File: src/rtl/xor_acc_pkg.sv
// ---------------------------------------------------------------------------
// xor_acc_pkg
// Shared definitions for the XOR stream accumulator slice.
//   state_t     : output-register state (ST_EMPTY / ST_FULL)
//   DEF_WIDTH   : default data word width
//   DEF_CNT_W   : default word-counter width (counter built only with
//                 XOR_ACC_COUNT_EN)
//   satInc()    : saturating increment on a 32-bit container
// ---------------------------------------------------------------------------
package xor_acc_pkg;

  typedef enum logic {
    ST_EMPTY = 1'b0,
    ST_FULL  = 1'b1
  } state_t;

  localparam int DEF_WIDTH = 8;
  localparam int DEF_CNT_W = 8;

  // Callers zero-extend a narrower counter into the 32-bit container and pass
  // the all-ones value of their own width as the ceiling.
  function automatic logic [31:0] satInc(input logic [31:0] value,
                                         input logic [31:0] maxVal);
    return (value >= maxVal) ? maxVal : value + 32'd1;
  endfunction

endpackage

File: src/rtl/xor_fold_reg.sv
// ---------------------------------------------------------------------------
// xor_fold_reg
// WIDTH-bit XOR accumulate register with load-clear and async reset.
// Ports:
//   clk      : clock, rising edge
//   rst      : asynchronous active-high reset (accumulator -> 0)
//   i_en     : update enable (one accepted word)
//   i_clear  : with i_en, clear the accumulator instead of folding
//   i_data   : word to fold in
//   o_next   : acc ^ i_data, the fold including the current word
// ---------------------------------------------------------------------------
module xor_fold_reg
  import xor_acc_pkg::*;
#(
  parameter int WIDTH = DEF_WIDTH
) (
  input  logic             clk,
  input  logic             rst,
  input  logic             i_en,
  input  logic             i_clear,
  input  logic [WIDTH-1:0] i_data,
  output logic [WIDTH-1:0] o_next
);

  logic [WIDTH-1:0] r_acc;

  assign o_next = r_acc ^ i_data;

  // On the final word of a packet the result is taken from o_next by the
  // parent, so the accumulator starts the following packet from zero.
  always_ff @(posedge clk or posedge rst) begin
    if (rst) begin
      r_acc <= '0;
    end else if (i_en) begin
      if (i_clear) begin
        r_acc <= '0;
      end else begin
        r_acc <= o_next;
      end
    end
  end

endmodule

File: src/rtl/xor_stream_accumulator.sv
// ---------------------------------------------------------------------------
// xor_stream_accumulator
// XOR-folds a valid/ready stream of WIDTH-bit words over each packet
// (delimited by in_last) and emits one result per packet: the XOR of all
// words plus its parity, held in a single-entry output register.
// Optional feature macro: XOR_ACC_COUNT_EN adds CNT_W and out_count, a
// saturating count of words in the packet.
// Ports:
//   clk, rst    : clock (rising edge), asynchronous active-high reset
//   in_valid    : input word present
//   in_ready    : word accepted this cycle (!out_valid || out_ready)
//   in_data     : input word
//   in_last     : final word of its packet
//   out_valid   : packet result held
//   out_ready   : consumer takes the result
//   out_data    : XOR of all words of the packet
//   out_parity  : reduction XOR of out_data
//   out_count   : words in packet, saturating (XOR_ACC_COUNT_EN only)
// ---------------------------------------------------------------------------
module xor_stream_accumulator
  import xor_acc_pkg::*;
#(
  parameter int WIDTH = DEF_WIDTH
`ifdef XOR_ACC_COUNT_EN
  ,
  parameter int CNT_W = DEF_CNT_W
`endif
) (
  input  logic             clk,
  input  logic             rst,
  input  logic             in_valid,
  output logic             in_ready,
  input  logic [WIDTH-1:0] in_data,
  input  logic             in_last,
  output logic             out_valid,
  input  logic             out_ready,
  output logic [WIDTH-1:0] out_data,
  output logic             out_parity
`ifdef XOR_ACC_COUNT_EN
  ,
  output logic [CNT_W-1:0] out_count
`endif
);

  state_t           r_state;
  logic [WIDTH-1:0] r_outData;
  logic             r_outParity;

  logic             w_accept;
  logic             w_acceptLast;
  logic             w_produce;
  logic [WIDTH-1:0] w_foldNext;

  // The output register drains and refills in the same edge, so input is
  // only blocked while a result is held and the consumer is not taking it.
  assign in_ready     = (r_state == ST_EMPTY) || out_ready;
  assign w_accept     = in_valid && in_ready;
  assign w_acceptLast = w_accept && in_last;
  assign w_produce    = out_valid && out_ready;

  assign out_valid  = (r_state == ST_FULL);
  assign out_data   = r_outData;
  assign out_parity = r_outParity;

  xor_fold_reg #(
    .WIDTH (WIDTH)
  ) u_fold (
    .clk     (clk),
    .rst     (rst),
    .i_en    (w_accept),
    .i_clear (in_last),
    .i_data  (in_data),
    .o_next  (w_foldNext)
  );

`ifdef XOR_ACC_COUNT_EN
  // Counter ceiling kept in a 32-bit container, so CNT_W is limited to 32.
  localparam logic [31:0] CNT_MAX = 32'((64'd1 << CNT_W) - 64'd1);

  logic [CNT_W-1:0] r_count;
  logic [CNT_W-1:0] r_outCount;
  logic [CNT_W-1:0] w_countNext;

  assign w_countNext = CNT_W'(satInc(32'(r_count), CNT_MAX));
  assign out_count   = r_outCount;

  // Counts words of the packet in progress; the last word's increment goes
  // straight into the output register and the counter restarts at zero.
  always_ff @(posedge clk or posedge rst) begin
    if (rst) begin
      r_count <= '0;
    end else if (w_accept) begin
      if (in_last) begin
        r_count <= '0;
      end else begin
        r_count <= w_countNext;
      end
    end
  end
`endif

  // Output register FSM. A new result always loads on accept-with-last,
  // even while FULL, because that accept can only happen when the held
  // result is being produced in the same cycle.
  always_ff @(posedge clk or posedge rst) begin
    if (rst) begin
      r_state     <= ST_EMPTY;
      r_outData   <= '0;
      r_outParity <= 1'b0;
`ifdef XOR_ACC_COUNT_EN
      r_outCount  <= '0;
`endif
    end else begin
      if (w_acceptLast) begin
        r_outData   <= w_foldNext;
        r_outParity <= ^w_foldNext;
`ifdef XOR_ACC_COUNT_EN
        r_outCount  <= w_countNext;
`endif
      end
      case (r_state)
        ST_EMPTY: begin
          if (w_acceptLast) begin
            r_state <= ST_FULL;
          end
        end
        ST_FULL: begin
          if (w_produce && !w_acceptLast) begin
            r_state <= ST_EMPTY;
          end
        end
        default: begin
          r_state <= ST_EMPTY;
        end
      endcase
    end
  end

endmodule

File: config.mk
export PLATFORM = sky130hd
export DESIGN_NAME = xor_stream_accumulator
export DESIGN_NICKNAME = d
export VERILOG_FILES = /design/src/rtl/xor_acc_pkg.sv /design/src/rtl/xor_fold_reg.sv /design/src/rtl/xor_stream_accumulator.sv
export SDC_FILE = /design/constraint.sdc
export NUM_CORES = 1
export LEC_CHECK = 0
export ABC_AREA = 1
export CORE_MARGIN = 5
export CORE_UTILIZATION = 49
export CTS_CLUSTER_DIAMETER = 60
export DETAILED_ROUTE_END_ITERATION = 10
export PLACE_DENSITY = 0.9
export SLEW_MARGIN = 20
export SYNTH_ARGS = -nofsm -noshare
export SYNTH_HDL_FRONTEND = slang
export SYNTH_SLANG_ARGS = --single-unit
File: constraint.sdc
create_clock -name clk -period 1.5 [get_ports clk]
set_clock_uncertainty 0.2 [all_clocks]
set_input_delay 0.45 -clock clk [delete_from_list [all_inputs] [get_ports clk]]
set_output_delay 0.45 -clock clk [all_outputs]
set_load 0.05 [all_outputs]
Word level (Yosys, flattened, before mapping)
Index checks and enable logic that the tools add are counted.
{"block": "totals", "regBits": 18, "input_bits": 13, "word_cells": 17, "out_inout_bits": 11}
{"block": "classes", "bitwise_logic": 2, "n_mux": 4, "n_reduce_logical": 7}
{"operator": "$mux W8", "count": 1}
{"operator": "$reduce_xor A8 Y1", "count": 1}
{"operator": "$xor A8 B8 Y8", "count": 1}
{"operator": "$logic_and A1 B1 Y1", "count": 4}
{"operator": "$mux W1", "count": 2}
{"operator": "$pmux W1 S2", "count": 1}
{"operator": "$logic_not A1 Y1", "count": 1}
{"operator": "$logic_or A1 B1 Y1", "count": 1}
{"operator": "$not A1 Y1", "count": 1}

Logic depth before layout (Yosys ltp)
{"block": "depth", "ltp_word": 8, "depth_mapped": 11, "depth_no_buf": 11}

Hierarchy
Synthesis repeated with hierarchy kept, for this count alone.
{"block": "hier_totals", "hier_cells": 156, "hier_area_um2": 1074.8}
{"mod": "xor_stream_accumulator", "instances": 1, "seq_area_each_um2": 250.2, "cells_each": 81, "area_per_inst_um2": 576.8}
{"mod": "xor_fold_reg", "instances": 1, "seq_area_each_um2": 200.2, "cells_each": 75, "area_per_inst_um2": 498.0}

Least setup slack after synthesis
No wires, ideal clock.
{"block": "synth_timing", "kind": "register to register", "from": "reg r_state, in the netlist out_valid", "to": "reg u_fold.r_acc[0]", "path_slack_ns": -0.368, "stages_incl_launch_ff": 6, "t_arrival_ns": 1.537, "period_less_slack_ns": 1.868, "setup_time_ns": 0.131, "n_path_buf": 0, "required_ns": 1.169, "path_cell_list": "dfrtp_1 -> nand2_2 -> nand2_1 -> clkinv_1 -> nand2_1 -> o22ai_1"}
{"block": "synth_between", "elab_chain_cells": 3}
{"item": "start, declared", "line_no": "xor_stream_accumulator.sv:45", "source": "state_t r_state;"}
{"item": "start signal, assigned", "line_no": "xor_stream_accumulator.sv:107", "source": "r_state <= ST_EMPTY;"}
{"item": "start signal, assigned", "line_no": "xor_stream_accumulator.sv:124", "source": "r_state <= ST_FULL;"}
{"item": "start signal, assigned", "line_no": "xor_stream_accumulator.sv:129", "source": "r_state <= ST_EMPTY;"}
{"item": "$not A1 Y1"}
{"item": "$logic_or A1 B1 Y1", "line_no": "xor_stream_accumulator.sv:56", "source": "assign in_ready = (r_state == ST_EMPTY) || out_ready;"}
{"item": "net in_ready", "line_no": "xor_stream_accumulator.sv:32", "source": "output logic in_ready,"}
{"item": "$logic_and A1 B1 Y1", "line_no": "xor_stream_accumulator.sv:57", "source": "assign w_accept = in_valid && in_ready;"}
{"item": "end signal, assigned", "line_no": "xor_fold_reg.sv:38", "source": "r_acc <= o_next;"}
{"item": "end, declared", "line_no": "xor_fold_reg.sv:25", "source": "logic [WIDTH-1:0] r_acc;"}
The timed path passes the listed nets, and every way through them passes these cells.
A chain may end at the register's enable or synchronous reset.

Worst setup path after layout
{"block": "layout_timing", "from": "reg r_state, in the netlist out_valid", "to": "out in_ready"}
{"block": "layout_between", "elab_chain_cells": 2}
{"item": "$not A1 Y1"}
{"item": "$logic_or A1 B1 Y1", "line_no": "xor_stream_accumulator.sv:56"}
{"item": "end, declared", "line_no": "xor_stream_accumulator.sv:32"}
No other way between the ends.

==> results.md <==
* Power per Cell Area at around 1200 mW/mm^2
* Ratio of cells with drive above 1 in the final layout at 50.0%
* Slew HR at approximately 87%
* Yosys cell types at 14
* Top FF cell, synth: dfrtp_1
* Fin. Hold Viols at 0
* Root Driver: clkbuf_4
* Nets at around 210
* Dpl cell area at between 0.0015 and 0.002 mm^2
* Mapped Nets at roughly 160
* Layout area overhead at 59.2%
* Max-Cap Viols at 0
* Slew Viols, Final at 0
* Min Tclk post-route at about 1.7 ns
* Die H at roughly 57 um
* Number of routed nets with antenna violations at 0
* GR Layer Usage met3 at under 10%
* Routed WL per cell at ~14 um
* Tcrit/Tclk final at 110%
* Worst setup EP type: primary output
* Worst Setup Start Kind: flip-flop
* Failing checks: negative setup slack
* Initial antenna violation count at 0
* GRT Util Overall at between 10% and 20%
* DIE AREA at 0.00321 mm^2
* Detail Placement HPWL at 2030 um
* Number of cells on the critical path at 2
* Initial DRC count at just over 40
* DR pass1 iterations at 4
* Cell family with most CP delay: flip-flops
* Average cell area after synthesis at roughly 7.4 um^2
* First-pass GRT wire length at 4600 um
* Register area share after synthesis at between 40% and 50%
* Slowest-stage cell, CP: dfrtp_2
* Worst EP required at 0.85 ns
* Later-pin clock latency in the skew report at 0.31 ns
* Design area at around 0.0017 mm^2
* Max frequency at 606 MHz
* Gr busiest metal: met2
* Cells after Synth at approximately 140
* Initial Util at 52.8%
* Pin count of the biggest net entering global routing at 19
* Dominant cell type by area after synthesis: dfrtp_1
* Dpl ws at -0.507 ns
* Seq. cell area at roughly 450 um^2
* Gr ovfl total at 0
* Top post-synthesis cells by count: nand2_1 (58), nand2_2 (20), dfrtp_1 (18)
* Post-synth ARST share at between 90% and 100%
* Via count at 1,100
* Synthesized flop and latch total at 18
* DRC viols at 0
* Worst-path clk slew at 0.11 ns
* WHS at around 0.24 ns
* Port buffer count at 23
* Cell Chain, Critical Path: nand2_8 > buf_12
* Die Wd at 56.7 um
* CP arrival at 1.00 ns
* RSZ-0062 raised after global routing: yes
* Final WS setup at -0.151 ns
* Worst min path class: input pin to async pin
* Core Rows at 16
* Yosys top cell area share at between 40 and 50%
* RD Place Congestion at roughly 0.8
* Final setup fails at 11
* TritonCTS clock tree: yes
* CTS buffer count at 3
* Max VDD drop at 0.856 mV
* Core area at roughly 0.0020 mm^2
* IO Pins at 24
* Worst path bufs/invs at 1
* Hold_buf cts at 0
* Top post-synthesis cells by area: dfrtp_1 (42%), nand2_1 (20%), nand2_2 (12%)
* Post-Route WL at about 3000 um
* CTS HTree Levels at 1
* Actual transition at the worst max-transition pin at 0.194 ns
* Cell Area, Synth at approximately 0.0011 mm^2
* Vias in the first global route at roughly 1,100
* Met2 Resource Use GR at a little under a third
* Max Root-Sink Buffers at 2
* Crit Path Max Fanout at 2
* Final TNS setup at -0.720 ns
* Met1 Use GR at between 20% and 30%
* LEAKAGE at approximately 0.9 nW
* Count leader, synth: nand2_1
* Antenna Cells at 0
* Number of synthesized flops with an enable pin at 0
* Reg2Reg Depth at 11
* Crit Path Class: flip-flop to primary output
* Area of the multi-input gates at slightly below 600 um^2
* Critical path's largest stage delay at 0.48 ns
* Sink Count at 18
* Post-layout util at 84.0%
* Filler cells at between 100 and 150
* YS warnings at 0
* Status: complete, but fails checks
* Mean number of vias per cell at 5.02
-- worst reg2reg max path: stages (launching register included) --
cell and delay [ns]:
dfrtp_1 0.40, inv_2 0.07, nand2_2 0.07, nand2_2 0.07, nand2_2 0.07, nand2_2 0.07
nor2_2 0.13, inv_1 0.05, nand2_1 0.06, nand2_1 0.07, nand3_2 0.09, nand2_1 0.05
-- cells in the final DEF, fill, tap and decap left out, types with 2 or more instances in the layout --
cell type        netlist  layout
dlygate4sd2_1          0       7
nand2_2               20      29
inv_1                 11       9
nand3_1                3       2
nand2_4                1       3
buf_12                 0      12
dfrtp_1               18      17
buf_4                  0      21
clkdlybuf4s15_1        0       2
o21ai_2                8       8
clkbuf_4               0       3
inv_2                 11      12
nand2_1               58      46
clkdlybuf4s50_1        0       3
o22ai_1                8       8
-- metal layers --
layer,vias up,routed length (um)
li1,541,-
met1,507,1190
met2,45,1550
met3,7,204
met4,0,64
met5,-,0
-- layout make-up --
class / count / area share (%)
Multi-Input combinational cell: 102 / 34.5
Timing Repair Buffer: 45 / 30.0
Sequential cell: 18 / 26.6
Inverter: 23 / 5.45
Tap cell: 27 / 1.99
Clock buffer: 4 / 1.55
-- logic make-up after synthesis --
| logic type | after synthesis | synth area share, % |
|---|---|---|
| buf+inv | 24 | 9.14 |
| xor+xnor | 1 | 1.52 |
| simple gates | 85 | 35.9 |
| compound gates | 16 | 11.3 |
| flops | 18 | 42.2 |
-- sequential cells by signal, summed over array words and instances (netlist names) --
register	count
out_parity	1
out_data	8
out_valid	1
u_fold.r_acc	8
-- worst paths after layout --
check / start / endpoint / slack [ns]
worst max-delay path: out_valid / in_ready / -0.15
worst min-delay path: rst / out_valid / 0.24
worst max register to register: u_fold.r_acc[4] / out_parity / 0.02
worst min register to register: out_data[2] / out_data[2] / 0.36
max in group asynchronous: rst / out_valid / 0.73
min in group clk: out_data[2] / out_data[2] / 0.36
-- timing repair --
item | CTS | global route
setup buffers | 3 | 7
hold endpoints to repair | 0 | 0
setup endpoints to repair | 21 | 20
pin swaps | 2 | 15
resized for setup | 10 | 15
gates cloned | 0 | 0
-- power by group --
part / leakage [nW] / internal, mW / switching, mW
Combinational: 0.658 / 0.519 / 0.584
Sequential: 0.225 / 0.575 / 0.103
Clock: 0.0150 / 0.104 / 0.169
-- through the flow --
step                total power [mW]  instances
CTS                             1.96        212
finish                          2.05        219
global placement                1.64        205
detailed placement              1.68        205
floorplan                       1.22        144
global route                    2.15        219
No activity file was read; power rests on OpenSTA's default activity.
